--- config.mk ---
export PLATFORM = sky130hd
export DESIGN_NAME = seqdet_sched_flat
export DESIGN_NICKNAME = d
export VERILOG_FILES = /design/src/rtl/seqdet_sched_if.sv /design/src/rtl/seqdet_sched.sv /design/src/flat_wrapper.sv
export SDC_FILE = /design/constraint.sdc
export NUM_CORES = 1
export LEC_CHECK = 0
export CORE_ASPECT_RATIO = 1.25
export CORE_UTILIZATION = 40
export CTS_CLUSTER_DIAMETER = 100
export DETAILED_ROUTE_END_ITERATION = 10
export PLACE_DENSITY = 0.71
export SLEW_MARGIN = 20
export SYNTH_ARGS = -nofsm -noshare
export SYNTH_HDL_FRONTEND = slang
export SYNTH_SLANG_ARGS = --single-unit
export TNS_END_PERCENT = 5
--- constraint.sdc ---
create_clock -name clk -period 1.5 [get_ports clk]
set_input_delay 0.225 -clock clk [delete_from_list [all_inputs] [get_ports clk]]
set_output_delay 0.225 -clock clk [all_outputs]
set_load 0.02 [all_outputs]
--- src/rtl/seqdet_sched_if.sv ---
// Bus bundle between seqdet_sched, its two word requesters, the response consumer
// and the shared serial detector. The slave modport is the scheduler's view.
interface seqdet_sched_if #(
    parameter int WIDTH = 8,
    parameter int CW    = 4
);
    logic             req0_valid;
    logic [WIDTH-1:0] req0_data;
    logic             req0_ready;
    logic             req1_valid;
    logic [WIDTH-1:0] req1_data;
    logic             req1_ready;
    logic             det_clr;
    logic             det_din;
    logic             det_dout;
    logic             rsp_valid;
    logic             rsp_ready;
    logic             rsp_id;
    logic             rsp_hit;
    logic [CW-1:0]    rsp_count;

    modport slave (
        input  req0_valid, req0_data,
        output req0_ready,
        input  req1_valid, req1_data,
        output req1_ready,
        output det_clr, det_din,
        input  det_dout,
        output rsp_valid, rsp_id, rsp_hit, rsp_count,
        input  rsp_ready
    );

    modport master (
        output req0_valid, req0_data,
        input  req0_ready,
        output req1_valid, req1_data,
        input  req1_ready,
        input  det_clr, det_din,
        output det_dout,
        input  rsp_valid, rsp_id, rsp_hit, rsp_count,
        output rsp_ready
    );
endinterface

--- src/rtl/seqdet_sched.sv ---
// Round-robin scheduler sharing one serial Moore sequence detector between two
// word requesters: clear detector, shift word MSB-first, count match pulses, respond.
module seqdet_sched #(
    parameter int WIDTH = 8,
    parameter int CW    = 4
) (
    input  logic          clk,
    input  logic          clr_n,
    seqdet_sched_if.slave bus,
    output logic [2:0]    o_dbg_state
);
    // Handshakes: a requester word transfers in the IDLE cycle where its
    // reqN_ready pulses (ready is combinational on valid, so valid may be held
    // or dropped freely afterwards); a response transfers on the cycle where
    // rsp_valid && rsp_ready, and all rsp_* hold while rsp_ready is low.

    localparam int IW = (WIDTH > 1) ? $clog2(WIDTH) : 1;
    localparam logic [IW-1:0] LAST_IDX = IW'(WIDTH - 1);

    typedef enum logic [2:0] {
        S_IDLE  = 3'd0,
        S_CLEAR = 3'd1,
        S_SHIFT = 3'd2,
        S_DRAIN = 3'd3,
        S_RESP  = 3'd4
    } state_t;

    state_t           r_state, w_state_nxt;
    logic             r_rr, w_rr_nxt;
    logic [WIDTH-1:0] r_shift, w_shift_nxt;
    logic [IW-1:0]    r_idx, w_idx_nxt;
    logic [CW-1:0]    r_count, w_count_nxt;
    logic             r_id, w_id_nxt;
    logic             r_det_clr, w_det_clr_nxt;
    logic             r_det_din, w_det_din_nxt;
    logic             w_grant0, w_grant1, w_idle, w_sample;

    // r_rr == 0 favours req0; the favoured requester wins whenever it is valid
    assign w_grant0 = bus.req0_valid && (!r_rr || !bus.req1_valid);
    assign w_grant1 = bus.req1_valid && ( r_rr || !bus.req0_valid);
    assign w_idle   = (r_state == S_IDLE);

    // det_dout lags det_din by one cycle, so bit 0's result appears in shift cycle 1
    assign w_sample = ((r_state == S_SHIFT) && (r_idx != '0)) || (r_state == S_DRAIN);

    always_comb begin
        w_state_nxt   = r_state;
        w_rr_nxt      = r_rr;
        w_shift_nxt   = r_shift;
        w_idx_nxt     = r_idx;
        w_count_nxt   = r_count;
        w_id_nxt      = r_id;
        w_det_clr_nxt = 1'b0;
        w_det_din_nxt = 1'b0;

        if (w_sample && bus.det_dout && (r_count != '1)) begin
            w_count_nxt = r_count + 1'b1;
        end

        case (r_state)
            S_IDLE: begin
                if (w_grant0 || w_grant1) begin
                    w_state_nxt   = S_CLEAR;
                    w_shift_nxt   = w_grant0 ? bus.req0_data : bus.req1_data;
                    w_id_nxt      = w_grant1;
                    w_rr_nxt      = w_grant0;
                    w_count_nxt   = '0;
                    w_det_clr_nxt = 1'b1;
                end
            end
            S_CLEAR: begin
                w_state_nxt   = S_SHIFT;
                w_idx_nxt     = '0;
                w_count_nxt   = '0;
                w_det_din_nxt = r_shift[WIDTH-1];
                w_shift_nxt   = r_shift << 1;
            end
            S_SHIFT: begin
                if (r_idx == LAST_IDX) begin
                    w_state_nxt = S_DRAIN;
                end else begin
                    w_idx_nxt     = r_idx + 1'b1;
                    w_det_din_nxt = r_shift[WIDTH-1];
                    w_shift_nxt   = r_shift << 1;
                end
            end
            S_DRAIN: begin
                w_state_nxt = S_RESP;
            end
            S_RESP: begin
                if (bus.rsp_ready) begin
                    w_state_nxt = S_IDLE;
                end
            end
            default: begin
                w_state_nxt = S_IDLE;
            end
        endcase
    end

    always_ff @(posedge clk or negedge clr_n) begin
        if (!clr_n) begin
            r_state   <= S_IDLE;
            r_rr      <= 1'b0;
            r_shift   <= '0;
            r_idx     <= '0;
            r_count   <= '0;
            r_id      <= 1'b0;
            r_det_clr <= 1'b1;
            r_det_din <= 1'b0;
        end else begin
            r_state   <= w_state_nxt;
            r_rr      <= w_rr_nxt;
            r_shift   <= w_shift_nxt;
            r_idx     <= w_idx_nxt;
            r_count   <= w_count_nxt;
            r_id      <= w_id_nxt;
            r_det_clr <= w_det_clr_nxt;
            r_det_din <= w_det_din_nxt;
        end
    end

    // ready is gated by clr_n so no accept can be signalled while in reset
    assign bus.req0_ready = clr_n && w_idle && w_grant0;
    assign bus.req1_ready = clr_n && w_idle && w_grant1;

    assign bus.det_clr   = r_det_clr;
    assign bus.det_din   = r_det_din;
    assign bus.rsp_valid = (r_state == S_RESP);
    assign bus.rsp_id    = r_id;
    assign bus.rsp_count = r_count;
    assign bus.rsp_hit   = (r_count != '0);

    assign o_dbg_state = r_state;
endmodule

--- src/flat_wrapper.sv ---
// flat-port wrapper written by rule: the top's interface ports become plain ports
module seqdet_sched_flat 
#(
    parameter int WIDTH = 8,
    parameter int CW    = 4
)
  (clk, clr_n, o_dbg_state, bus_req0_valid, bus_req0_data, bus_req0_ready, bus_req1_valid, bus_req1_data, bus_req1_ready, bus_det_clr, bus_det_din, bus_det_dout, bus_rsp_valid, bus_rsp_id, bus_rsp_hit, bus_rsp_count, bus_rsp_ready);
  seqdet_sched_if #(.WIDTH(WIDTH), .CW(CW)) bus_i ();
  input  logic clk;
  input  logic clr_n;
  output logic [2:0] o_dbg_state;
  input wire logic [$bits(bus_i.req0_valid)-1:0] bus_req0_valid;
  input wire logic [$bits(bus_i.req0_data)-1:0] bus_req0_data;
  output wire logic [$bits(bus_i.req0_ready)-1:0] bus_req0_ready;
  input wire logic [$bits(bus_i.req1_valid)-1:0] bus_req1_valid;
  input wire logic [$bits(bus_i.req1_data)-1:0] bus_req1_data;
  output wire logic [$bits(bus_i.req1_ready)-1:0] bus_req1_ready;
  output wire logic [$bits(bus_i.det_clr)-1:0] bus_det_clr;
  output wire logic [$bits(bus_i.det_din)-1:0] bus_det_din;
  input wire logic [$bits(bus_i.det_dout)-1:0] bus_det_dout;
  output wire logic [$bits(bus_i.rsp_valid)-1:0] bus_rsp_valid;
  output wire logic [$bits(bus_i.rsp_id)-1:0] bus_rsp_id;
  output wire logic [$bits(bus_i.rsp_hit)-1:0] bus_rsp_hit;
  output wire logic [$bits(bus_i.rsp_count)-1:0] bus_rsp_count;
  input wire logic [$bits(bus_i.rsp_ready)-1:0] bus_rsp_ready;
  assign bus_i.req0_valid = bus_req0_valid;
  assign bus_i.req0_data = bus_req0_data;
  assign bus_req0_ready = bus_i.req0_ready;
  assign bus_i.req1_valid = bus_req1_valid;
  assign bus_i.req1_data = bus_req1_data;
  assign bus_req1_ready = bus_i.req1_ready;
  assign bus_det_clr = bus_i.det_clr;
  assign bus_det_din = bus_i.det_din;
  assign bus_i.det_dout = bus_det_dout;
  assign bus_rsp_valid = bus_i.rsp_valid;
  assign bus_rsp_id = bus_i.rsp_id;
  assign bus_rsp_hit = bus_i.rsp_hit;
  assign bus_rsp_count = bus_i.rsp_count;
  assign bus_i.rsp_ready = bus_rsp_ready;
  seqdet_sched #(.WIDTH(WIDTH), .CW(CW)) u_core (.clk(clk), .clr_n(clr_n), .bus(bus_i), .o_dbg_state(o_dbg_state));
endmodule
Word level (Yosys, flattened, before mapping)
Cells that the tools add are included.
{"block": "word_totals", "ff_bits": 22, "inputBits": 22, "out_inout_bits": 14, "elab_cells": 61}
{"block": "op_classes", "n_addsub": 2, "eq_ne": 10, "muxes": 17, "reduce_logical": 24}
{"cell": "$mux W8", "count": 3}
{"cell": "$pmux W8 S3", "count": 1}
{"cell": "$pmux W3 S5", "count": 1}
{"cell": "$mux W3", "count": 4}
{"cell": "$logic_and A1 B1 Y1", "count": 8}
{"cell": "$mux W4", "count": 2}
{"cell": "$pmux W4 S2", "count": 1}
{"cell": "$eq A3 B2 Y1 const B", "count": 2}
{"cell": "$eq A3 B3 Y1 const B", "count": 2}
{"cell": "$ne A2 B2 Y1 const B", "count": 3}
{"cell": "$pmux W3 S2", "count": 1}
{"cell": "$reduce_and A3 Y1", "count": 2}
{"cell": "$reduce_bool A3 Y1", "count": 2}
{"cell": "$add A4 B1 Y4 const B", "count": 1}
{"cell": "$logic_or A1 B1 Y1", "count": 4}
{"cell": "$ne A4 B4 Y1 const B", "count": 1}
{"cell": "$reduce_and A2 Y1", "count": 2}
{"cell": "$reduce_bool A4 Y1", "count": 1}
{"cell": "$add A3 B1 Y3 const B", "count": 1}
{"cell": "$eq A3 B1 Y1 const B", "count": 1}
{"cell": "$logic_not A1 Y1", "count": 3}
{"cell": "$logic_not A3 Y1", "count": 1}
{"cell": "$mux W1", "count": 3}
{"cell": "$ne A2 B1 Y1 const B", "count": 1}
{"cell": "2 further kinds", "count": 2}

Depth between registers and ports, before layout
{"block": "depth", "word_depth": 8, "mapped_depth": 7, "depth_no_buf": 6}

Worst setup path before layout
OpenSTA, ideal clock, no wires.
{"block": "synth_path", "kind": "register to register", "from": "reg u_core.r_idx[0]", "to": "reg u_core.r_count[3] (netlist: u_core.bus.rsp_count[3])", "setup_ns": 0.127, "t_arrival_ns": 1.510, "required_time_ns": 1.373, "path_slack_ns": -0.138, "path_stages_with_launch": 7, "n_path_buf": 0, "period_less_slack_ns": 1.638, "path_cell_list": "dfrtp_1 > inv_1 > ha_1 > or3b_1 > and4_4 > nand4_1 > mux2_1"}
{"block": "synth_between", "elab_chain_len": 8}
{"element": "start, declared", "line": "seqdet_sched.sv:31", "rtl": "logic [IW-1:0] r_idx, w_idx_nxt;"}
{"element": "start signal, assigned", "line": "seqdet_sched.sv:115", "rtl": "r_idx <= w_idx_nxt;"}
{"element": "$reduce_bool A3 Y1 *", "line": "seqdet_sched.sv:44", "rtl": "assign w_sample = ((r_state == S_SHIFT) && (r_idx != '0)) || (r_state == S_DRAIN);"}
{"element": "$logic_and A1 B1 Y1 *", "line": "seqdet_sched.sv:44"}
{"element": "$logic_or A1 B1 Y1 *", "line": "seqdet_sched.sv:44"}
{"element": "$logic_and A1 B1 Y1 * (2 in a row)", "line": "seqdet_sched.sv:56", "rtl": "if (w_sample && bus.det_dout && (r_count != '1)) begin"}
{"element": "$mux W4 *", "line": "seqdet_sched.sv:56"}
{"element": "$mux W4", "line": "seqdet_sched.sv:62", "rtl": "if (w_grant0 || w_grant1) begin"}
{"element": "$pmux W4 S2 *", "line": "seqdet_sched.sv:60", "rtl": "case (r_state)"}
{"element": "via u_core.w_count_nxt[3]", "line": "seqdet_sched.sv:32", "rtl": "logic [CW-1:0] r_count, w_count_nxt;"}
{"element": "end signal, assigned", "line": "seqdet_sched.sv:116", "rtl": "r_count <= w_count_nxt;"}
{"element": "end, declared", "line": "seqdet_sched.sv:32"}
The timed path passes the listed nets; every way through them passes the cells marked *.
A chain may end at the register's enable or synchronous reset.

Worst setup path after layout
{"block": "layout_path", "from": "reg u_core.r_idx[1]", "to": "reg u_core.r_count[3] (netlist: u_core.bus.rsp_count[3])"}
Same word-level chain as after synthesis.

==> flow_results.xml <==
<?xml version="1.0" encoding="UTF-8"?>
<metrics>
  <group name="critical_path">
    <metric name="worst_ep_required_time" unit="ns">1.71</metric>
    <metric name="crit_chain" unit="">inv_2 &gt; ha_4 &gt; or3b_4 &gt; and4_4 &gt; nand4_1 &gt; mux2_4</metric>
    <metric name="worst_setup_path_start_kind" unit="">register</metric>
    <metric name="worst_path_dominant_cell_family" unit="">simple AND/OR/NAND/NOR gates</metric>
    <metric name="cp_data_arrival_time" unit="ns">1.89</metric>
    <metric name="worst_path_largest_cell_delay" unit="ns">0.43</metric>
    <metric name="worstPathMaxFanout" unit="">3</metric>
    <metric name="worst_setup_path_end_kind" unit="">register</metric>
    <metric name="timing_worst_setup_path_type" unit="">register to register</metric>
    <metric name="worst-path-buf-inv" unit="">1</metric>
    <metric name="cp_slowest_cell" unit="">dfrtp_1</metric>
  </group>
  <group name="routing">
    <metric name="post_drt_wl_per_cell" unit="µm">13.3</metric>
    <metric name="drt-initial-drc-count" unit="">17</metric>
    <metric name="firstDrtPassIters" unit="">4</metric>
    <metric name="ant_nets" unit="">0</metric>
    <metric name="postRouteWirelength" unit="µm">2950</metric>
    <metric name="drt_drc_violations_left" unit="">0</metric>
    <metric name="dr_total_vias" unit="">1161</metric>
    <metric name="vias_per_cell" unit="">5.23</metric>
  </group>
  <group name="clock_tree">
    <metric name="cts.htree.levels" unit="">1</metric>
    <metric name="cts.reportedPaths.clkPinSlew" unit="ns">0.12</metric>
    <metric name="clk_path_buf_depth" unit="">2</metric>
    <metric name="ctsRootBufferMaster" unit="">clkbuf_4</metric>
    <metric name="cts_num_sinks" unit="">22</metric>
    <metric name="worstSkewPairLatency" unit="ns">0.31</metric>
    <metric name="holdBufCountCts" unit="">0</metric>
    <metric name="cts_tree" unit="">done</metric>
    <metric name="cts_buffers" unit="">3</metric>
  </group>
  <group name="floorplan">
    <metric name="die_y" unit="µm">65.7</metric>
    <metric name="floorplan.core_area" unit="mm²">0.00300</metric>
    <metric name="placementRows" unit="">22</metric>
    <metric name="dieArea" unit="mm²">0.00348</metric>
    <metric name="design.portCount" unit="">36</metric>
    <metric name="horizontal_die_dimension" unit="µm">52.9</metric>
    <metric name="initial_core_util" unit="">0.432</metric>
  </group>
  <group name="synth">
    <metric name="synth_fp_nets" unit="">157</metric>
    <metric name="synth.cell_area" unit="mm²">0.00130</metric>
    <metric name="synth_seq_area_share" unit="">0.425</metric>
    <metric name="ys_async_rst_share" unit="">1.00</metric>
    <metric name="synthDistinctLibCells" unit="">37</metric>
    <metric name="yosysWarnings" unit="">0</metric>
    <metric name="dominantRegCellSynth" unit="">dfrtp_1</metric>
    <metric name="syn_area_per_cell" unit="µm²">9.98</metric>
    <metric name="synth_edf_count" unit="">0</metric>
    <metric name="ys_seq_elements" unit="">22</metric>
    <metric name="netlist_instances" unit="">130</metric>
  </group>
  <group name="placement">
    <metric name="place.port_buffers" unit="">35</metric>
    <metric name="gp_routability_congestion" unit="">0.701</metric>
    <metric name="detailedPlace.worstSlack" unit="ns">-0.410</metric>
    <metric name="detailed_place_hpwl" unit="µm">2130</metric>
  </group>
  <group name="timing">
    <metric name="hold_viol" unit="">0</metric>
    <metric name="fin_worst_hold_slack" unit="ns">0.334</metric>
    <metric name="timing.clock.skew" unit="ns">0.00431</metric>
    <metric name="worst_slack" unit="ns">-0.185</metric>
    <metric name="slew-limit-headroom" unit="">0.791</metric>
    <metric name="tns" unit="ns">-1.19</metric>
    <metric name="rsz0062_at_grt" unit="">yes</metric>
    <metric name="slew_viol_final" unit="">0</metric>
    <metric name="finalSetupViolCount" unit="">17</metric>
    <metric name="final.period_utilization" unit="">1.12</metric>
    <metric name="worst_pin_slew" unit="ns">0.311</metric>
    <metric name="max_freq" unit="MHz">593</metric>
    <metric name="final_min_period" unit="ns">1.69</metric>
  </group>
  <group name="cells_and_area">
    <metric name="ff_latch_area" unit="µm²">552</metric>
    <metric name="multi_input_comb_area" unit="µm²">786</metric>
    <metric name="antenna_cells_inserted" unit="">0</metric>
    <metric name="finalCoreUtilization" unit="">0.660</metric>
    <metric name="fill_cells" unit="">245</metric>
    <metric name="areaGrowthSynthToFinish" unit="%">52.7</metric>
    <metric name="fin_nets" unit="">214</metric>
    <metric name="layout-drive-gt1-share" unit="">0.301</metric>
    <metric name="layout_common_cells" unit="">clkdlybuf4s50_1, dfrtp_1, buf_4</metric>
  </group>
  <group name="status">
    <metric name="violations_in_the_final_reports" unit="">setup timing</metric>
    <metric name="run_status" unit="">complete, but fails checks</metric>
  </group>
  <group name="pwr">
    <metric name="power_density" unit="mW/mm²">1930</metric>
    <metric name="vdd_drop_max" unit="µV">1130</metric>
    <metric name="p_leak" unit="nW">0.942</metric>
  </group>
  <group name="grt">
    <metric name="grt_max_degree" unit="">23</metric>
    <metric name="grt_first_pass_wirelength" unit="µm">5020</metric>
    <metric name="overflow" unit="">0</metric>
    <metric name="grt_antenna_before_repair" unit="">0</metric>
    <metric name="first_global_vias" unit="">1216</metric>
    <metric name="grtUsageTotal" unit="">0.193</metric>
  </group>
  <group name="hold_path">
    <metric name="timing.hold.worst.class" unit="">input pin to async pin</metric>
  </group>
  <group name="job">
    <metric name="max_cap_violations" unit="">0</metric>
  </group>
</metrics>
## power by group
| group | switching (mW) | internal (mW) |
|---|---|---|
| clock network | 0.182 | 0.148 |
| logic | 1.19 | 1.30 |
| registers | 0.164 | 0.844 |
## metrics by stage
step	cells	instance area (µm²)	total power [mW]
2_1_floorplan	130	1310	2.38
3_3_place_gp	217	1840	3.15
3_5_place_dp	217	1840	3.24
4_1_cts	222	1950	3.70
5_1_grt	222	1980	4.10
6_report	222	1980	3.82
## final timing paths
kind	from	to	slack (ns)	cells past startpoint
max reg2reg	u_core.r_idx[1]	u_core.bus.rsp_count[3]	-0.19	6
max in group asynchronous	clr_n	u_core.bus.det_clr	0.89	2
min reg2reg	u_core.r_shift[2]	u_core.r_shift[2]	0.51	2
min	clr_n	u_core.r_idx[1]	0.33	2
min in group clk	u_core.r_shift[2]	u_core.r_shift[2]	0.51	2
max	u_core.r_idx[1]	u_core.bus.rsp_count[3]	-0.19	6
## sequential cells by signal (all words and copies together) (netlist names)
signal                flops
u_core.o_dbg_state        3
u_core.bus.det_clr        1
u_core.bus.rsp_count      4
u_core.r_shift            8
u_core.bus.rsp_id         1
u_core.r_rr               1
u_core.bus.det_din        1
u_core.r_idx              3
## timing repair
item,CTS,global route
pin swaps,5,6
hold endpoints to repair,0,0
buffers inserted,1,0
resized for setup,51,12
endpoints found under the setup margin,28,21
## cells by family (layout without fill, tap and decap cells)
logic type               after synthesis  in the layout  synth area share
flip-flops                            22             22             0.425
XOR/XNOR                               2              2            0.0135
multiplexers                          19             19             0.154
buffers and inverters                 12             68            0.0434
AO/OA/AOI/OAI                         24             24             0.118
adder cells (fa/ha/maj)                5              5            0.0482
AND/OR/NAND/NOR                       46             46             0.198
## worst reg2reg max path, stage by stage (launching register included)
cell and delay, ns:
dfrtp_1 0.43, inv_2 0.09, ha_4 0.12, or3b_4 0.37, and4_4 0.16, nand4_1 0.10, mux2_4 0.31
## area by class of cell
| type | count | share of cell area |
|---|---|---|
| tap | 36 | 0.0227 |
| sequential | 22 | 0.279 |
| clock buffer | 4 | 0.0183 |
| inverter | 7 | 0.0133 |
| multi-input combinational | 96 | 0.397 |
| timing repair buffer | 57 | 0.270 |
## synth_stat cells (2+ instances only)
cell type / n / share of area
o21ai_1: 11 / 0.042
nor3b_1: 3 / 0.017
a21oi_1: 4 / 0.015
inv_1: 7 / 0.020
mux2i_1: 11 / 0.085
nor2b_1: 3 / 0.014
nor2_1: 11 / 0.032
nand2_1: 15 / 0.043
dfrtp_1: 21 / 0.41
ha_1: 5 / 0.048
and3_1: 2 / 0.0096
xnor2_1: 2 / 0.014
buf_2: 3 / 0.012
mux2_2: 2 / 0.017
mux2_1: 6 / 0.052
a22o_1: 2 / 0.014
buf_4: 2 / 0.012
## layer usage
layer	wire length, µm	track usage	up-vias
li1	-	-	561
met1	1210	0.218	555
met2	1520	0.351	40
met3	166	0.0301	5
met4	52	0.0757	0
met5	0	0	-
Power figures use the tool's default switching activity.
